**src/rtl/usb_tx_sequencer.sv**
```systemverilog
// USB TX packet sequencer: serialises SYNC, PID, FIFO payload, optional CRC16 and EOP
// into the bit stuffer. Define USB_TX_CRC16_EN to append a CRC16 field after the payload.
module usb_tx_sequencer #(
    parameter int CLKS_PER_BIT = 8,
    parameter int MAX_BYTES    = 64
) (
    input  logic       clk,
    input  logic       n_rst,
    input  logic       tx_start,
    input  logic [3:0] tx_pid,
    input  logic [6:0] tx_byte_count,
    input  logic [7:0] fifo_data,
    input  logic       fifo_empty,
    output logic       fifo_rd,
    input  logic       shift_enable,
    output logic       send_next_bit,
    output logic       Tim_en,
    output logic       data_bit,
    output logic       eop_se0,
    output logic       tx_busy,
    output logic       tx_done,
    output logic       tx_error
);

    localparam int              TW        = $clog2(CLKS_PER_BIT);
    localparam logic [TW-1:0]   TIMER_MAX = TW'(CLKS_PER_BIT - 1);
    localparam logic [6:0]      MAX_COUNT = 7'(MAX_BYTES);

    typedef enum logic [2:0] {IDLE, SYNC, PID, DATA, CRC, EOP, DONE} state_t;

    state_t          state_q, state_d;
    logic [TW-1:0]   timer_q, timer_d;
    logic [15:0]     shreg_q, shreg_d;
    logic [4:0]      bits_q, bits_d;
    logic [3:0]      pid_q, pid_d;
    logic [6:0]      bytes_q, bytes_d;
    logic            fifo_rd_q, fifo_rd_d;
    logic            send_next_bit_q, send_next_bit_d;
    logic            tim_en_q, tim_en_d;
    logic            data_bit_q, data_bit_d;
    logic            eop_se0_q, eop_se0_d;
    logic            tx_busy_q, tx_busy_d;
    logic            tx_done_q, tx_done_d;
    logic            tx_error_q, tx_error_d;
    logic            advance, bit_end, go_eop;
`ifdef USB_TX_CRC16_EN
    logic [15:0]     crc_q, crc_d, crc_next;
`endif

    // A stuff bit (shift_enable low) consumes the strobe without moving the sequence.
    assign advance = send_next_bit_q & shift_enable;
    assign bit_end = (timer_q == TIMER_MAX);

`ifdef USB_TX_CRC16_EN
    always_comb begin
        crc_next = (crc_q >> 1) ^ ((crc_q[0] ^ shreg_q[0]) ? 16'hA001 : 16'h0000);
    end
`endif

    always_comb begin
        // NOTE: every _d gets a hold/default value first so no path infers a latch.
        state_d    = state_q;
        timer_d    = timer_q;
        shreg_d    = shreg_q;
        bits_d     = bits_q;
        pid_d      = pid_q;
        bytes_d    = bytes_q;
        fifo_rd_d  = 1'b0;
        tx_error_d = 1'b0;
        go_eop     = 1'b0;
`ifdef USB_TX_CRC16_EN
        crc_d      = crc_q;
`endif
        if (state_q != IDLE && state_q != DONE)
            timer_d = bit_end ? '0 : timer_q + 1'b1;

        case (state_q)
            IDLE: begin
                if (tx_start) begin
                    state_d = SYNC;
                    timer_d = '0;
                    shreg_d = 16'h0080;
                    bits_d  = 5'd8;
                    pid_d   = tx_pid;
                    bytes_d = (tx_byte_count > MAX_COUNT) ? MAX_COUNT : tx_byte_count;
`ifdef USB_TX_CRC16_EN
                    crc_d   = 16'hFFFF;
`endif
                end
            end
            SYNC, PID, DATA, CRC: begin
                if (advance) begin
                    shreg_d = shreg_q >> 1;
                    bits_d  = bits_q - 1'b1;
`ifdef USB_TX_CRC16_EN
                    if (state_q == DATA)
                        crc_d = crc_next;
`endif
                    if (bits_q == 5'd1) begin
                        if (state_q == SYNC) begin
                            state_d = PID;
                            shreg_d = {8'h00, ~pid_q, pid_q};
                            bits_d  = 5'd8;
                        end else if (state_q != CRC && bytes_q != 7'd0) begin
                            if (fifo_empty) begin
                                tx_error_d = 1'b1;
                                go_eop     = 1'b1;
                            end else begin
                                state_d   = DATA;
                                shreg_d   = {8'h00, fifo_data};
                                bits_d    = 5'd8;
                                bytes_d   = bytes_q - 1'b1;
                                fifo_rd_d = 1'b1;
                            end
                        end else if (state_q != CRC) begin
`ifdef USB_TX_CRC16_EN
                            // crc_d already includes the final payload bit here.
                            state_d = CRC;
                            shreg_d = ~crc_d;
                            bits_d  = 5'd16;
`else
                            go_eop  = 1'b1;
`endif
                        end else begin
                            go_eop = 1'b1;
                        end
                    end
                end
            end
            EOP: begin
                if (bit_end) begin
                    bits_d = bits_q - 1'b1;
                    if (bits_q == 5'd1)
                        state_d = DONE;
                end
            end
            DONE:    state_d = IDLE;
            default: state_d = IDLE;
        endcase

        if (go_eop) begin
            state_d = EOP;
            timer_d = '0;
            bits_d  = 5'd3;
        end

        // Outputs are registered copies of what the next state implies.
        tim_en_d        = (state_d inside {SYNC, PID, DATA, CRC});
        send_next_bit_d = tim_en_d && (timer_d == TIMER_MAX);
        data_bit_d      = tim_en_d ? shreg_d[0] : 1'b1;
        eop_se0_d       = (state_d == EOP) && (bits_d != 5'd1);
        tx_busy_d       = (state_d != IDLE);
        tx_done_d       = (state_d == DONE);
    end

    always_ff @(posedge clk or negedge n_rst) begin
        if (!n_rst) begin
            state_q         <= IDLE;
            timer_q         <= '0;
            shreg_q         <= '0;
            bits_q          <= '0;
            pid_q           <= '0;
            bytes_q         <= '0;
            fifo_rd_q       <= 1'b0;
            send_next_bit_q <= 1'b0;
            tim_en_q        <= 1'b0;
            data_bit_q      <= 1'b1;
            eop_se0_q       <= 1'b0;
            tx_busy_q       <= 1'b0;
            tx_done_q       <= 1'b0;
            tx_error_q      <= 1'b0;
`ifdef USB_TX_CRC16_EN
            crc_q           <= 16'hFFFF;
`endif
        end else begin
            // NOTE: non-blocking so every flop samples the pre-edge value of its peers.
            state_q         <= state_d;
            timer_q         <= timer_d;
            shreg_q         <= shreg_d;
            bits_q          <= bits_d;
            pid_q           <= pid_d;
            bytes_q         <= bytes_d;
            fifo_rd_q       <= fifo_rd_d;
            send_next_bit_q <= send_next_bit_d;
            tim_en_q        <= tim_en_d;
            data_bit_q      <= data_bit_d;
            eop_se0_q       <= eop_se0_d;
            tx_busy_q       <= tx_busy_d;
            tx_done_q       <= tx_done_d;
            tx_error_q      <= tx_error_d;
`ifdef USB_TX_CRC16_EN
            crc_q           <= crc_d;
`endif
        end
    end

    assign fifo_rd       = fifo_rd_q;
    assign send_next_bit = send_next_bit_q;
    assign Tim_en        = tim_en_q;
    assign data_bit      = data_bit_q;
    assign eop_se0       = eop_se0_q;
    assign tx_busy       = tx_busy_q;
    assign tx_done       = tx_done_q;
    assign tx_error      = tx_error_q;

endmodule
```
**config.mk**
```make
export PLATFORM = sky130hd
export DESIGN_NAME = usb_tx_sequencer
export DESIGN_NICKNAME = d
export VERILOG_FILES = /design/src/rtl/usb_tx_sequencer.sv
export SDC_FILE = /design/constraint.sdc
export NUM_CORES = 1
export LEC_CHECK = 0
export ABC_CLOCK_PERIOD_IN_PS = 2300
export CAP_MARGIN = 25
export CELL_PAD_IN_SITES_DETAIL_PLACEMENT = 0
export CELL_PAD_IN_SITES_GLOBAL_PLACEMENT = 1
export CORE_ASPECT_RATIO = 1.1
export CORE_MARGIN = 2
export CORE_UTILIZATION = 38
export DETAILED_ROUTE_END_ITERATION = 16
export MAX_ROUTING_LAYER = met4
export PLACE_DENSITY = 0.84
export SYNTH_ARGS = -nofsm -noshare
export SYNTH_HDL_FRONTEND = slang
export SYNTH_SLANG_ARGS = --single-unit
```
**constraint.sdc**
```tcl
create_clock -name clk -period 2.3 [get_ports clk]
set_clock_uncertainty 0.15 [all_clocks]
set_input_delay 0.345 -clock clk [delete_from_list [all_inputs] [get_ports clk]]
set_output_delay 0.345 -clock clk [all_outputs]
set_load 0.01 [all_outputs]
```
# ---- After elaboration in Yosys (flattened, before gate mapping)
# Index checks and enable logic that the tools add are counted.
dict set report totals {
  regBits 46
  latchBits 0
  mem_bits_rw 0
  mem_bits_ro 0
  elab_cells 115
  mem_count 0
}
dict set report classes {
  add_sub_neg 3
  mul 0
  n_div 0
  n_lt_le_gt_ge 1
  n_eq_ne 23
  n_shift 0
  n_mux 57
  bitwise_logic 2
  reduce_logical 14
}
# cell count
set op_table {}
lappend op_table {{$mux 15} 4}
lappend op_table {{$mux 7} 7}
lappend op_table {{$mux 3} 14}
lappend op_table {{$mux 5} 8}
lappend op_table {{$mux 16} 2}
lappend op_table {{$pmux 16 s2} 1}
lappend op_table {{$eq 3x3->1 const B} 7}
lappend op_table {{$mux 1} 18}
lappend op_table {{$pmux 5 s3} 1}
lappend op_table {{$pmux 7 s2} 1}
lappend op_table {{$eq 3x2->1 const B} 4}
lappend op_table {{$ne 2x2->1 const B} 6}
lappend op_table {{$pmux 3 s3} 1}
lappend op_table {{$gt 7x7->1 const B} 1}
lappend op_table {{$reduce_and 7->1} 1}
lappend op_table {{$reduce_bool 7->1} 1}
lappend op_table {{$sub 7x1->7 const B} 1}
lappend op_table {{$eq 3x1->1 const B} 2}
lappend op_table {{$ne 3x3->1 const B} 2}
lappend op_table {{$reduce_bool 3->1} 2}
lappend op_table {{$eq 5x1->1 const B} 1}
lappend op_table {{$ne 5x1->1 const B} 1}
lappend op_table {{$sub 5x1->5 const B} 1}
lappend op_table {{$logic_and 1x1->1} 4}
lappend op_table {{other kinds (9)} 9}

# ---- Longest topological paths before layout
dict set report logic_depth {
  word_depth 11
  ltp_mapped 10
  ltp_nobuf 8
}

# ---- Worst setup path before layout
# Ideal clock, no wire load.
dict set report synth_path {
  kind {register to register}
  start {register bits_q[1]}
  end {register eop_se0_q, in the netlist eop_se0}
  setup_ps 129
  arrival_ps 2198
  required_ps 2021
  slack_ps -178
  path_stages_with_launch 10
  n_path_buf 1
  period_less_slack_ps 2478
  cell_sequence {dfrtp_1 -> inv_1 -> ha_1 -> or4b_4 -> buf_6 -> a211oi_4 -> o221ai_2 -> a211oi_1 -> mux2i_1 -> o41a_1}
}
dict set report synth_via {
  elab_chain_cells 10
  word_cells_on_any_way 23
  cone_classes {1 x add/sub; 3 x eq/ne; 18 x mux; 1 x reduce/logical}
}
# item line_no
set synth_lines {}
lappend synth_lines {{from (decl)} 34} ;# logic [4:0] bits_q, bits_d;
lappend synth_lines {{from (signal assigned)} 180} ;# bits_q <= bits_d;
lappend synth_lines {{$sub 5x1->5} {94, 132}}
lappend synth_lines {{$mux 5} 105} ;# if (fifo_empty) begin
lappend synth_lines {{$mux 5} 104} ;# end else if (state_q != CRC && bytes_q != 7'd0) begin
lappend synth_lines {{$mux 5} 100} ;# if (state_q == SYNC) begin
lappend synth_lines {{$mux 5} 99} ;# if (bits_q == 5'd1) begin
lappend synth_lines {{$mux 5} 92} ;# if (advance) begin
lappend synth_lines {{$pmux 5 s3} 77} ;# case (state_q)
lappend synth_lines {{$mux 5} 141} ;# if (go_eop) begin
lappend synth_lines {{$ne 5x1->1} 151} ;# eop_se0_d = (state_d == EOP) && (bits_d != 5'd1);
lappend synth_lines {{$logic_and 1x1->1 *} 151}
lappend synth_lines {{net eop_se0_d} 41} ;# logic eop_se0_q, eop_se0_d;
lappend synth_lines {{to (signal assigned)} 187} ;# eop_se0_q <= eop_se0_d;
lappend synth_lines {{to (decl)} 41}
# The timed path passes the listed nets; every way through them passes the cells marked *.
# A chain may end at the register's enable or synchronous reset.

# ---- Worst setup path after layout
# Same ends and word-level chain as after synthesis.

==> impl_metrics.toml <==
[floorplanning]
die_area_mm2 = 0.00752
num_io_pins = 32
initial_core_util_pct = 39.4
row_count = 31
die-width_um = 82.9
core_area_mm2 = 0.00659
die_y_um = 90.8

[critical_path]
r2r_start = "bits_q[1]"
critPathLaunch = "bits_q[1]"
crit_path_end_kind = "register"
required_ps = 2330
r2r_cells = 8
worstSetupPathType = "register to register"
worstPathArrival_ps = 2600
path_max_fanout = 3
critPathLaunchType = "register"

[synth]
ys_seq_elements = 45
synth_adder_area_share_pct = 2.41
syn_inst = 288
synth-compound-area-share_pct = 25.4
muxShareOfSynthArea_pct = 0.770
syn-num-nets = 317
yosys.area.top_type = "dfrtp_1"
yosysTopAreaCellShare_pct = 42.3
synth_top_family_by_area = "compound AO/OA/AOI/OAI gates"
synthArstFlopShare_pct = 100
yosysWarnings = 0
synth_seq_area_share_pct = 43.4
yosys.area_share.simple_pct = 21.9
synth.distinct_cells = 59
yosys.area_share.xor_xnor_pct = 1.68
syn-cell-area_mm2 = 0.00260
synth_flop_cell = "dfrtp_1"
avgSynthCellArea_um2 = 9.03
synth_edf_count = 0
synthTopCellsByArea = "dfrtp_1 42%, nand2_1 5.3%, o21ai_0 4.8%"

[min_path]
hp-start = "shreg_q[14]"
hp-class = "register to register"
holdPathStages = 1

[timing]
setup_slack_ps = -270
slew_violations = 0
min_period_ps = 2570
rsz0062_at_grt = "yes"
worst_slew_pin_slew_ps = 489
final_hold_viol_count = 0
fmax_ghz = 0.389
setup_tns_ps = -1190
relSlewSlack_pct = 67.0
fin_crit_sh_pct = 112
finalSetupViolCount = 14
hold_ws_ps = 339

[grt]
grt_pass1_wl_um = 11700
antenna_found_initial = 0
grt_max_degree = 22
grt_pass1_vias = 2460
globalRouteTotalUtil_pct = 19.5
grt-ovfl-total = 0

[power_and_ir_drop]
switching_share_pct = 23.0
ir_drop_uv = 271
pwr-share-comb_pct = 6.1
p_seq_share_pct = 56.2
powerDensity_mw_per_mm2 = 384
intPower_mw = 1.08
power_leakage_nw = 1.64
clkPwrFrac_pct = 37.7
power.net_switching_mw = 0.324

[finish]
nFillCells = 641
drive_above_1_share_pct = 28.5
syn2layout_area_growth_pct = 41.0
final_cells = 461
postLayoutCoreUtil_pct = 55.6
finalNetCount = 407
diodes = 0

[cts]
tritoncts = "done"
htree_num_levels = 2
cts_made_buffers = 5
clk_latency_ps = 300
path_clk_slew_ps = 80
clockBufferDepth = 2
cts_sinks = 45
root_buffer = "clkbuf_8"

[placement]
numPortBuffers = 31
dp_hpwl_um = 5400
place_inst = 443
globalplace.congestion = 0.936

[routing]
met1Wirelength_um = 3230
ant_nets = 0
dr.pass1.iters = 4
wl_per_cell_um = 15.7
drt_iter0_markers = 90
route.met2.wl_um = 3570
drc = 0
wl_met3_um = 205
vias = 2503
top_layer = "met4"
vias_per_cell = 5.43
routed_wirelength_um = 7220

[outcome]
violations = "negative setup slack"
status = "complete, but fails checks"

[run]
cap_violations = 0
==> Yosys cell counts (2+ instances only) <==
library cell / count
nor2b_1: 3
nand4_1: 2
mux2i_1: 2
clkbuf_1: 10
xnor2_1: 4
nand2b_1: 6
buf_6: 2
a31oi_1: 3
o21ai_0: 25
a211o_1: 2
a211oi_1: 4
and3_1: 2
and2_1: 3
or3b_2: 2
o22a_1: 3
dfrtp_1: 44
nor3_1: 8
a21oi_1: 20
ha_1: 5
o22ai_1: 3
nor2_1: 22
a22o_1: 9
nand3_1: 8
a21o_1: 4
or2_2: 2
nand2_1: 37
o2bb2ai_1: 2
or3_1: 3
buf_2: 4
o211ai_1: 4
inv_1: 10
a22oi_1: 2
nor3b_1: 2
==> layer usage <==
layer,GRT usage (%),up-vias
met1,24.3,1204
met3,2.65,18
met4,8.33,0
met5,-,-
met2,31.9,55
li1,-,1226
==> flip-flops by register name, summed over array words and instances (netlist names) <==
signal	flops
state_q	3
eop_se0	1
pid_q	4
tx_error	1
bits_q	5
Tim_en	1
data_bit	1
send_next_bit	1
bytes_q	7
timer_q	3
tx_busy	1
shreg_q	15
tx_done	1
fifo_rd	1
==> kinds of logic (layout without fill, tap and decap cells) <==
family / after synthesis / after routing
and+or+nand+nor: 110 / 110
buffers and inverters: 26 / 117
xor gates and xnor gates: 5 / 5
muxes: 2 / 2
DFF: 45 / 45
AOI/OAI and AO/OA: 95 / 95
adders and majority gates: 5 / 5
==> worst paths after layout <==
check | endpoint | slack (ps)
min reg2reg | shreg_q[14] | 340
max | eop_se0 | -270
max in group asynchronous | data_bit | 1010
min | shreg_q[14] | 340
max reg2reg | eop_se0 | -270
min in group asynchronous | bits_q[2] | 370
==> stage by stage <==
step	setup WS, ps	cell area, um2	total power, mW
floorplan	-178	2610	0.820
global placement	-153	3380	0.888
detailed placement	-213	3380	0.889
CTS	-200	3530	1.42
global route	-291	3660	1.45
finish	-270	3660	1.41
==> power groups by stage <==
stage                     Sequential (mW)  Combinational (mW)  Clock (mW)
after floorplan                     0.806              0.0133           0
after global placement              0.806              0.0823           0
after detailed placement            0.806              0.0825           0
after CTS                           0.790              0.0846       0.546
after global routing                0.791              0.0942       0.567
final                               0.790              0.0851       0.531
==> cell type report <==
| class | instances | area [um2] | area share [%] |
|---|---|---|---|
| multi-input combinational | 217 | 1460 | 39.8 |
| sequential | 45 | 1130 | 30.8 |
| timing repair buffer | 99 | 842 | 23.0 |
| tap | 82 | 103 | 2.80 |
| clock buffer | 6 | 82.6 | 2.25 |
| inverter | 10 | 37.5 | 1.02 |
| clock inverter | 2 | 13.8 | 0.376 |
==> critical path, stage by stage, from the launching register on <==
cell and delay (ps):
dfrtp_1 400, inv_2 90, ha_4 120, or4b_4 500, a211oi_4 260, o221ai_2 190, a221oi_2 290, o21bai_1 130
o41a_1 330
==> cell usage in the layout (no fill, tap or decap), types with 2 or more instances in the layout <==
master            n
a211o_1           2
a211oi_2          2
a211oi_4          2
a21o_1            4
a21oi_1          16
a21oi_2           3
a22o_1            9
a22oi_1           2
a31oi_1           3
and2_1            2
and3_1            2
buf_4            63
buf_6             3
clkbuf_8          6
clkdlybuf4s50_1  30
dfrtp_1          44
ha_1              3
inv_1             9
mux2i_1           2
nand2_1          35
nand2b_1          6
nand3_1           8
nand4_1           2
nor2_1           21
nor2b_1           3
nor3_1            8
nor3b_1           2
o211ai_1          4
o21ai_0          14
o21ai_1           8
o21ai_2           3
o22a_1            3
o22ai_1           3
o2bb2ai_1         2
or2_2             2
or3_1             3
or3b_2            2
xnor2_1           4
==> what timing repair did <==
item	CTS	global route
pin swaps	1	8
gates resized for setup	8	30
endpoints found under the setup margin	11	33
buffers inserted	3	7
hold buffers	1	0
endpoints found under the hold margin	16	0
Note: power is estimated with default switching activity, not from simulation.
==> patch 1, RTL diff (config.mk and constraints unchanged) <==
Take the reset off `bytes_q` and load it in a clocked block of its own.
--- a/src/rtl/usb_tx_sequencer.sv
+++ b/src/rtl/usb_tx_sequencer.sv
@@ -161,5 +161,4 @@
             bits_q          <= '0;
             pid_q           <= '0;
-            bytes_q         <= '0;
             fifo_rd_q       <= 1'b0;
             send_next_bit_q <= 1'b0;
@@ -180,5 +179,4 @@
             bits_q          <= bits_d;
             pid_q           <= pid_d;
-            bytes_q         <= bytes_d;
             fifo_rd_q       <= fifo_rd_d;
             send_next_bit_q <= send_next_bit_d;
@@ -195,4 +193,8 @@
     end
 
+    always_ff @(posedge clk) begin
+        bytes_q <= bytes_d;
+    end
+
     assign fifo_rd       = fifo_rd_q;
     assign send_next_bit = send_next_bit_q;
Behaviour: no difference found for any inputs over 10 cycles, from zero or initial values and one cycle with n_rst low; that may be too few to reach the edited logic, so the function may still have changed.
==> patch 1 against the unedited design <==
The run ends with negative hold slack left. Area after synthesis decreased by 0.39%. Worst setup slack better by 0.33 ns. Final area fell by 6.6%. Critical endpoint is now shreg_q[5]. Sequential share of layout area rose by 3.2 points. Sequential cell count did not move. Wire length is 10% lower. Count of clock-buffer cells in the layout is 1 lower. Maximum frequency grew 15%. Largest cell class unchanged.
Power is not compared: it rests on default switching activity, and its combinational part moved more than twofold at a synthesized area within 25%.
==> patch 1: results (changes against the unedited design) <==
stage	metric	value	unit	change
grt	largest net degree at the start of global routing	39		+77%
run_status	failing checks	negative hold slack		
logic_synthesis	Synth async-reset ratio	0.844		-0.156
cts	Post-CTS Setup Inserts	0		-3
logic_synthesis	cells after synthesis	266		-7.6%
setup_path	CP Capture Point	shreg_q[5]		
run_status	outcome	finished with violations		
setup_path	crit path from	bits_q[1]		
finish	# fillers	622		-3.0%
setup_path	Worst path slowest cell	nor4b_4		
finish	Nets	360		-12%
routing	routed len/inst	15.7	µm	about the same
finish	post-layout util	0.519		-0.0368
finish	area of the multi-input gates	1380	µm²	-5.5%
grt	vias in the first global route	2165		-12%
timing	Slew HR	0.443		-0.227
routing	Vias	2266		-9.5%
placement	Post-DP HPWL	4950	µm	-8.3%
cts	Max clock buf depth	2		unchanged
finish	layout cells sized above 1	0.214		-0.0711
placement	placed standard-cell area	3250	µm²	-4.0%
routing	initial drt markers	130		+44%
logic_synthesis	Synth cell types	61		+3.4%
finish	Seq. cell area	1160	µm²	+3.1%
setup_path	Max stage delay on crit path	0.40	ns	-0.10 ns
hold_path	Hold Path Class	input port to async pin		
setup_path	FF-to-FF setup slack	0.06	ns	+0.33 ns
logic_synthesis	sequential area share after synthesis	0.449		+0.0152
cts	clock slew at reported path FFs	0.09	ns	
logic_synthesis	number of flops mapped to enable cells by yosys	7		+7
timing	Final Hold Viols	22		+22
setup_path	crit path max fanout	9		+6
placement	Final GP Congestion	0.908		-3.1%
finish	Clock-cell share	0.0402		+0.0139
grt	first-pass GRT wire length	10700	µm	-8.4%
grt	Total Routing Usage GR	0.191		-0.00470
setup_path	arrival time worst endpoint	2.28	ns	-0.32 ns
logic_synthesis	list of most frequent post-synthesis cells	dfrtp_1, nand2_1, nor2_1		
finish	Non-clock buffers	70		-29%
timing	worst hold slack	-0.0112	ns	-0.351 ns
finish	inverters	7		-3
placement	pre-CTS setup slack	-0.166	ns	+0.0468 ns
==> patch 1: logic make-up (layout without fill, tap and decap cells) <==
| logic type | Yosys count | count (layout) | share of synthesized area |
|---|---|---|---|
| simple gates | 102 | 102 | 0.223 |
| compound gates | 81 | 81 | 0.219 |
| flops | 45 | 45 | 0.449 |
| buf+inv | 19 | 85 | 0.0324 |
| xor+xnor | 8 | 8 | 0.0271 |
| mux | 6 | 6 | 0.0251 |
| fa+ha+maj | 5 | 5 | 0.0242 |
==> patch 1: routing by layer <==
layer	up-vias	wire [µm]	track usage
met5	-	0	-
met4	0	59	0.0574
met3	4	253	0.0280
met2	59	3220	0.292
li1	1124	-	-
met1	1079	2950	0.261
==> patch 1: report_power, final <==
group | switching [mW] | internal [mW] | leakage, nW | total [mW]
Sequential | 0.152 | 0.983 | 0.545 | 1.14
Clock | 0.283 | 0.437 | 0.0687 | 0.721
Combinational | 0.582 | 0.601 | 0.825 | 1.18
==> patch 2, RTL diff (config.mk and constraints unchanged) <==
Without the edit above. Build with the macro `USB_TX_CRC16_EN` defined.
--- a/src/rtl/usb_tx_sequencer.sv
+++ b/src/rtl/usb_tx_sequencer.sv
@@ -1,4 +1,6 @@
 // USB TX packet sequencer: serialises SYNC, PID, FIFO payload, optional CRC16 and EOP
 // into the bit stuffer. Define USB_TX_CRC16_EN to append a CRC16 field after the payload.
+`define USB_TX_CRC16_EN
+
 module usb_tx_sequencer #(
     parameter int CLKS_PER_BIT = 8,
Formal check against the unedited RTL: same outputs for any inputs over 10 cycles, from zero or initial values and one cycle with n_rst low; that may be too few to reach the edited logic, so the function may still have changed.
==> patch 2 against the unedited design <==
Combinational power rose to 29 times the old value. Non-clock buffer count up 4. Wire length up 51%. Sequential cell count up 17. Worst setup slack better by 0.34 ns. Power rose to 3.8 times the old value. Area after synthesis up 40%. Final area up 37%. Die area up 38%. Utilization down 2.0 points. Critical path type unchanged. Highest routed layer unchanged.
==> patch 2: results (changes against the unedited design) <==
stage	metric	value	unit	change
run_status	outcome	completed		
setup_path	FF-to-FF setup slack	0.07	ns	+0.34 ns
timing	worst hold slack	0.360	ns	+0.0209 ns
grt	Total Routing Usage GR	0.217		+0.0216
routing	Vias	3574		+43%
grt	first-pass GRT wire length	17500	µm	+49%
placement	Final GP Congestion	0.898		-4.1%
hold_path	Hold Path End	shreg_q[10]		
finish	Nets	539		+32%
logic_synthesis	list of most frequent post-synthesis cells	nand2_1, nor2_1, dfrtp_1		
power_and_ir_drop	switching share of power	0.396		+0.166
setup_path	R2R cell count	10		+2
finish	layout cells sized above 1	0.309		+0.0238
power_and_ir_drop	Logic pwr share	0.462		+0.401
routing	routed len/inst	17.3	µm	+10%
logic_synthesis	largest cells by area after synthesis	dfrtp_1, dfstp_2, nand2_1		
power_and_ir_drop	worst vdd ir	0.403	mV	+49%
cts	CTS root buf	clkbuf_8		
grt	largest net degree at the start of global routing	63		+190%
setup_path	Worst path slowest cell	dfrtp_1		
logic_synthesis	synthesized net count	451		+42%
grt	GR met2 Demand/Resource	0.363		+0.0438
logic_synthesis	syn_area_per_cell	8.65	µm²	-4.2%
hold_path	worst hold start	shreg_q[10]		
grt	met3 usage	0.0385		+0.0120
placement	Post-DP HPWL	7850	µm	+45%
setup_path	arrival time worst endpoint	2.33	ns	-0.27 ns
setup_path	Reg-to-Reg End	shreg_q[6]		
logic_synthesis	post-synthesis mux area share	0.0223		+0.0146
logic_synthesis	sequential area share after synthesis	0.431		-0.00252
placement	Inst Count DP	609		+37%
setup_path	crit path max fanout	6		+3
timing	minimum clock period	2.23	ns	-0.340 ns
logic_synthesis	largest family of logic cells by synthesized area	simple AND/OR/NAND/NOR gates		
grt	vias in the first global route	3514		+43%
timing	Slew HR	0.569		-0.101
logic_synthesis	Warnings, synthesis	0		unchanged
setup_path	Max stage delay on crit path	0.37	ns	-0.13 ns
hold_path	hold path cells	2		+1
setup_path	crit path from	bytes_q[0]		
cts	TritonCTS buffer count	9		+4
placement	pre-CTS setup slack	-0.196	ns	+0.0170 ns
placement	placed standard-cell area	4510	µm²	+33%
grt	met1 Use GR	0.268		+0.0250
setup_path	CP delay by family, top	simple AND/OR/NAND/NOR gates		
logic_synthesis	Compound-Gate Fraction of Synth Area	0.226		-0.0273
power_and_ir_drop	Clock net power	1.10	mW	+110%
logic_synthesis	Synth cell types	62		+5.1%
power_and_ir_drop	Lkg Pwr	2.16	nW	+32%
cts	Skew-Pair Late Insertion Delay	0.35	ns	+0.05 ns
hold_path	Hold Path Class	flop to flop		
logic_synthesis	adder-cell area share of the yosys netlist	0.0171		-0.00691
power_and_ir_drop	total power per unit cell area	1060	nW/µm²	+180%
logic_synthesis	XOR/XNOR Fraction of Synth Area	0.0192		+0.00236
routing	initial drt markers	257		+190%
routing	Via density	5.66		+4.2%
cts	H-tree lvl count	3		+1
finish	top flop regs	crc_q: 16 flops, shreg_q: 16 flops, bytes_q: 7 flops		
setup_path	CP Capture Point	shreg_q[6]		
cts	clock slew at reported path FFs	0.09	ns	
-- patch 2: per-layer routing --
layer | up-vias | share of wire
li1 | 1697 | -
met1 | 1756 | 0.44
met2 | 104 | 0.51
met3 | 17 | 0.042
met4 | 0 | 0.015
met5 | - | 0
-- patch 2: repair_timing --
item / in CTS / in global routing
endpoints found under the setup margin: 24 / 22
cloned: 0 / 1
pin swaps: 3 / 19
hold buffers: 1 / 0
hold endpoints to repair: 45 / 0
buffers inserted: 1 / 4
gates resized for setup: 21 / 46
-- patch 2: cell type report --
| cell class | count | area (µm²) |
|---|---|---|
| multi-input combinational | 318 | 2100 |
| fill | 845 | 4340 |
| clock inverter | 7 | 97.6 |
| timing repair buffer | 103 | 905 |
| tap | 117 | 146 |
| inverter | 16 | 60.1 |
| sequential | 62 | 1570 |
| clock buffer | 9 | 124 |
